`src/rtl/map_port_arbiter.sv`:
```
// Two-requester round-robin arbiter in front of a single map RAM read port (port A).
// Latency: READ_DELAY edges from grant to ack; back-to-back transactions every READ_DELAY+2 cycles.
// Backpressure: requesters hold req/col/row until ack; losers simply wait, and requests are ignored while busy.
module map_port_arbiter #(
    parameter int READ_DELAY         = 2,
    parameter bit RESET_POLARITY_LOW = 1
) (
    input  logic       clk,
    input  logic       reset,
    input  logic       req0,
    input  logic       req1,
    input  logic [9:0] col0,
    input  logic [9:0] row0,
    input  logic [9:0] col1,
    input  logic [9:0] row1,
    output logic       ack0,
    output logic       ack1,
    output logic [7:0] data0,
    output logic [7:0] data1,
    output logic [9:0] map_col,
    output logic [9:0] map_row,
    input  logic [7:0] map_data,
    output logic       busy,
    output logic       grant_id
);

    generate
        if (!RESET_POLARITY_LOW || READ_DELAY < 1 || READ_DELAY > 15) begin : g_bad_param
            $error("map_port_arbiter: READ_DELAY must be 1..15 and reset must be active-low");
        end
    endgenerate

    localparam logic [3:0] RD_CNT = 4'(READ_DELAY);

    typedef enum logic [1:0] {
        IDLE = 2'd0,
        WAIT = 2'd1,
        DONE = 2'd2
    } state_t;

    state_t     state;
    state_t     state_nxt;
    logic [3:0] cnt;
    logic       rr;
    logic       grant;
    logic       winner;
    logic       capture;

    always_ff @(posedge clk or negedge reset) begin
        if (!reset) begin
            state <= IDLE;
        end else begin
            state <= state_nxt;
        end
    end

    // With a single requester the pointer is ignored; it only breaks ties.
    always_comb begin
        state_nxt = state;
        grant     = 1'b0;
        winner    = 1'b0;
        capture   = 1'b0;
        case (state)
            IDLE: begin
                if (req0 || req1) begin
                    grant     = 1'b1;
                    winner    = (req0 && req1) ? rr : req1;
                    state_nxt = WAIT;
                end
            end
            WAIT: begin
                if (cnt == RD_CNT) begin
                    capture   = 1'b1;
                    state_nxt = DONE;
                end
            end
            DONE: begin
                state_nxt = IDLE;
            end
            default: begin
                state_nxt = IDLE;
            end
        endcase
    end

    always_ff @(posedge clk or negedge reset) begin
        if (!reset) begin
            cnt      <= 4'd0;
            rr       <= 1'b0;
            grant_id <= 1'b0;
            ack0     <= 1'b0;
            ack1     <= 1'b0;
            data0    <= 8'h00;
            data1    <= 8'h00;
            map_col  <= 10'd0;
            map_row  <= 10'd0;
        end else begin
            ack0 <= 1'b0;
            ack1 <= 1'b0;
            if (grant) begin
                map_col  <= winner ? col1 : col0;
                map_row  <= winner ? row1 : row0;
                grant_id <= winner;
                rr       <= ~winner;
                cnt      <= 4'd1;
            end else if (state == WAIT && !capture) begin
                cnt <= cnt + 4'd1;
            end
            // Each requester's data register moves only on its own capture edge.
            if (capture) begin
                if (grant_id) begin
                    data1 <= map_data;
                    ack1  <= 1'b1;
                end else begin
                    data0 <= map_data;
                    ack0  <= 1'b1;
                end
            end
        end
    end

    assign busy = (state != IDLE);

endmodule

```
`config.mk`:
```
export PLATFORM = sky130hd
export DESIGN_NAME = map_port_arbiter
export DESIGN_NICKNAME = d
export VERILOG_FILES = /design/src/rtl/map_port_arbiter.sv
export SDC_FILE = /design/constraint.sdc
export NUM_CORES = 1
export LEC_CHECK = 0
export ABC_AREA = 1
export BUFFER_PORTS_ARGS = -buffer_cell sky130_fd_sc_hd__buf_4
export CORE_MARGIN = 2
export CORE_UTILIZATION = 45
export CTS_CLUSTER_SIZE = 40
export DETAILED_ROUTE_END_ITERATION = 10
export HOLD_SLACK_MARGIN = 0.15
export PLACE_DENSITY = 0.76
export SLEW_MARGIN = 20
export SYNTH_ARGS = -nofsm -noshare
export SYNTH_HDL_FRONTEND = slang
export SYNTH_SLANG_ARGS = --single-unit
```
`constraint.sdc`:
```
create_clock -name clk -period 1.6 [get_ports clk]
set_clock_uncertainty 0.2 [all_clocks]
set_input_delay 0 -clock clk [delete_from_list [all_inputs] [get_ports clk]]
set_output_delay 0 -clock clk [all_outputs]
set_load 0.005 [all_outputs]
```
=== Word level (Yosys, flattened, before mapping) ===
Cells that the tools add are included.

* Register bits after elaboration: 46
* Input bits: 52

* Add/sub/neg operators: 1
* Equality and inequality tests: 4
* Mux-type cells: 18
* Bitwise logic cells: 2
* Reductions and logical operators: 10

{| class="wikitable"
|+ Operators by type and width
! operator !! number
|-
| 10-bit two-way mux || 2
|-
| 1-bit two-way mux || 11
|-
| 4-bit two-way mux || 2
|-
| 2-bit AND reduction || 3
|-
| 4-bit by 1-bit adder with 4-bit output, second input constant || 1
|-
| 4-bit by 2-bit equality test with 1-bit output, second input constant || 1
|-
| 2-bit two-way mux || 2
|-
| 2-bit inequality test, second input constant || 2
|-
| 2-bit one-hot mux with 2 select lines || 1
|-
| 2-bit nonzero test || 2
|-
| 2-bit by 1-bit equality test with 1-bit output, second input constant || 1
|-
| 1-bit logical AND || 2
|-
| 2-bit zero test || 1
|-
| 1-bit NOT || 2
|-
| 1-bit zero test || 1
|-
| 1-bit logical OR || 1
|}

=== Depth between registers and ports, before layout ===
* Depth after elaboration: 7
* Mapped depth: 8
* Gate-level depth less buffers: 8

=== Least setup slack after synthesis ===
No wires, ideal clock.

* Path kind: reg-to-reg
* Start point: reg cnt[0]
* End point: reg data0[0]
* Setup time: 0.118 ns
* Arrival time: 1.113 ns
* Required time: 1.282 ns
* Path slack: 0.169 ns
* Stages on the path, launching flop included: 8
* Buffers on the path: 0
* Period minus slack after synthesis: 1.431 ns
* Cell sequence: dfrtp_1 inv_1 ha_1 nand2_2 nor2_8 nand3_4 nand2_1 nand2_1

* Cells in the longest elaborated chain, start to end: 4

{| class="wikitable"
|+ Ends and longest elaborated chain
! what !! line !! RTL
|-
| start, declared || 43 || <nowiki>logic [3:0] cnt;</nowiki>
|-
| start signal, assigned || 107 || <nowiki>cnt <= cnt + 4'd1;</nowiki>
|-
| 4-bit by 2-bit equality test with 1-bit output || 72 || <nowiki>if (cnt == RD_CNT) begin</nowiki>
|-
| 1-bit two-way mux || 72 ||
|-
| 1-bit two-way mux || 63 || <nowiki>case (state)</nowiki>
|-
| 2-bit AND reduction (no source line) || - ||
|-
| end signal, assigned || 115 || <nowiki>data0 <= map_data;</nowiki>
|-
| end, declared || 18 || <nowiki>output logic [7:0] data0,</nowiki>
|}

Every way passes these cells.
A chain may end at the register's enable or synchronous reset.

=== Worst setup path in the final report ===
* Start point: reg cnt[0]
* End point: reg data1[4]

* Cells in the longest elaborated chain, start to end: 4

{| class="wikitable"
|+ Ends and longest elaborated chain
! what !! line !! RTL
|-
| 4-bit by 2-bit equality test with 1-bit output || 72 ||
|-
| 1-bit two-way mux || 72 ||
|-
| 1-bit two-way mux || 63 ||
|-
| 2-bit AND reduction (no source line) || - ||
|-
| end signal, assigned || 112 || <nowiki>data1 <= map_data;</nowiki>
|-
| end, declared || 19 || <nowiki>output logic [7:0] data1,</nowiki>
|}

Every way passes these cells.

==> results.json <==
{
  "finalCriticalPeriod_ns": 1.55,
  "cp_max_fo": 9,
  "rr_worst_depth": 7,
  "dr.pass1.iters": 5,
  "ff2ff_setup_slack_ns": 0.05,
  "cts_buffer_depth": 2,
  "clkLatencyLatePin_ns": 0.30,
  "grt_pass1_vias": 2461,
  "antenna_cells": 0,
  "syn_nets": 301,
  "power-per-cell-area_nw_per_um2": 1640,
  "max_freq_ghz": 0.644,
  "outcome": "finished, final reports clean",
  "cts_root_buf": "clkbuf_8",
  "ys_types": 20,
  "finalPower_mw": 5.84,
  "syn-cell-area_um2": 2170,
  "reg2reg_to": "data1[4]",
  "swShare_pct": 41.0,
  "ant_nets": 0,
  "finalMaxSlewViolations": 0,
  "wire_per_inst_um": 16.3,
  "start_util_pct": 46.3,
  "crit_required_ns": 1.60,
  "grt.overflow.total": 0,
  "cts_htree_levels": 2,
  "synth_area_per_cell_um2": 8.80,
  "drtIter0Drc": 123,
  "period_share_pct": 97.1,
  "r2r_start": "cnt[0]",
  "dieArea_um2": 5400,
  "nets": 447,
  "cap_viol_max_count": 0,
  "worstHoldPathType": "flip-flop to flip-flop",
  "rows": 25,
  "grt_start_max_net_pins": 47,
  "hpwl_mm": 3.99,
  "hold_end": "data0[3]",
  "p_sw_mw": 2.39,
  "peakVddDrop_uv": 920,
  "ys_seq_area_share_pct": 52.9,
  "clkTransAtPathRegs_ns": 0.09,
  "wl_mm": 7.29,
  "hold_ws_ns": 0.281,
  "rsz0062_at_grt": "true",
  "comb_power_share_pct": 51.2,
  "synthCells": 247,
  "end_kind": "flip-flop",
  "whs_path_depth": 2,
  "max_slew_margin_pct": 62.8,
  "min-delay-start": "data0[3]",
  "drive_gt1_share_pct": 32.0,
  "cts_made_buffers": 5,
  "io_pins": 92,
  "grt_pass1_wl_mm": 11.3,
  "num_vias": 2447,
  "grt_util_all_layers_pct": 27.5,
  "yosysTopAreaCell": "dfrtp_1",
  "area_delta_synth_final_pct": 63.6,
  "place.gp.congestion": 0.759,
  "fp.dieW_um": 73.5,
  "power.leakage_nw": 1.82,
  "synth_top_area_share_pct": 52.9,
  "fp.coreArea_um2": 4690,
  "finalSetupViolCount": 0,
  "arrival_ns": 1.55,
  "cp-start-kind": "flip-flop",
  "vias_per_cell": 5.46,
  "die_h_um": 73.5,
  "drc": 0,
  "clockPowerShare_pct": 12.3,
  "worstMarginPinSlew_ns": 0.558,
  "ys_warn_count": 0,
  "antenna_found_initial": 0,
  "synth.area.top_cells": "dfrtp_1, nand2_1, nand4_1, nand3_1, inv_1",
  "seqPwrFrac_pct": 36.5,
  "hold_violations": 0,
  "cts_tree": "yes",
  "crit_type": "flip-flop to flip-flop",
  "portBuffers": 91,
  "intPower_mw": 3.45,
  "cts_num_sinks": 46,
  "ys_ff_latch": 46
}
## final cells by class
type / count / area [µm²]
multi-input cells: 170 / 883
inverters: 15 / 58.8
clock inverters: 3 / 21.3
fillers: 286 / 1130
well taps: 54 / 67.6
repair buffers: 155 / 1310
clock buffers: 5 / 68.8
flip-flops and latches: 46 / 1150
## power groups by stage
stage                     Combinational (mW)  Sequential, mW  Clock (mW)
after floorplan                         1.49            2.09           0
after global placement                  2.59            2.09           0
after detailed placement                2.67            2.09           0
after CTS                               2.77            2.09       0.725
after global routing                    3.29            2.18       0.776
final                                   2.99            2.13       0.721
## state kept, by name, indices dropped and copies added, names as in the netlist
| signal | flops |
|---|---|
| ack0 | 1 |
| cnt | 4 |
| ack1 | 1 |
| map_row | 10 |
| rr | 1 |
| data1 | 8 |
| grant_id | 1 |
| data0 | 8 |
| map_col | 10 |
| state | 2 |
## stage by stage
stage	util (%)	cell area [µm²]	setup slack, ns	cells	setup TNS, ns
3_3_place_gp	61.6	2890	0.0730	384	0
2_1_floorplan	-	2170	0.169	247	0
6_report	75.8	3560	0.0468	448	0
5_1_grt	75.8	3560	-0.0255	448	-0.147
3_5_place_dp	61.6	2890	0.00938	384	0
4_1_cts	74.6	3500	0.00275	444	0
## worst max path at each step
| stage | from | endpoint | slack [ns] | depth (start not counted) |
|---|---|---|---|---|
| 6_report | cnt[0] | data1[4] | 0.05 | 7 |
| 4_1_cts | cnt[0] | data1[7] | 0.003 | 7 |
| 5_1_grt | cnt[0] | data0[2] | -0.03 | 7 |
| 2_1_floorplan | cnt[0] | data0[0] | 0.17 | 7 |
| 3_3_place_gp | cnt[0] | data0[4] | 0.07 | 7 |
| 3_5_place_dp | cnt[0] | data0[2] | 0.009 | 7 |
## routing by layer
metal	wire (µm)	part of all wire, %	vias to the layer above	global-route usage [%]
met4	153	2.1	0	9.90
met3	522	7.2	17	6.86
met2	3840	53	130	49.9
li1	-	-	1134	-
met1	2770	38	1166	31.0
met5	0	0	-	0
## synth_stat cells, drive strengths merged
| master | number |
|---|---|
| buf | 12 |
| clkbuf | 4 |
| clkinv | 1 |
| dfrtp | 46 |
| ha | 2 |
| inv | 14 |
| nand2 | 76 |
| nand3 | 46 |
| nand3b | 1 |
| nand4 | 36 |
| nor2 | 7 |
| o21ai | 2 |
## repair_timing
| action | CTS | global route |
|---|---|---|
| setup buffers | 0 | 4 |
| gates resized for setup | 0 | 6 |
| endpoints found under the hold margin | 83 | 0 |
| setup endpoints to repair | 0 | 29 |
| hold buffers | 52 | 0 |
## logic make-up after synthesis
kind of cell,count (synthesis),share of synthesized area (%)
flops,46,52.9
compound gates,2,0.460
fa+ha+maj,2,1.15
simple gates,166,38.4
buf+inv,31,7.02
## layout by cell type, fill, tap and decap left out, drive strengths merged
master	count
dfrtp	46
nand2	76
clkinvlp	1
o21ai	2
clkbuf	5
buf	103
ha	2
nand4	36
nand3b	1
inv	14
nor2	7
dlygate4sd3	52
clkinv	3
nand3	46
## worst max-delay path: stages (launching register included)
cell and delay [ns]:
dfrtp_1 0.39, inv_1 0.08, ha_2 0.19, nand2_2 0.09, nor2_8 0.21, nand3_4 0.15
nand2_1 0.09, nand2_1 0.05
(Power assumes the default switching activity.)
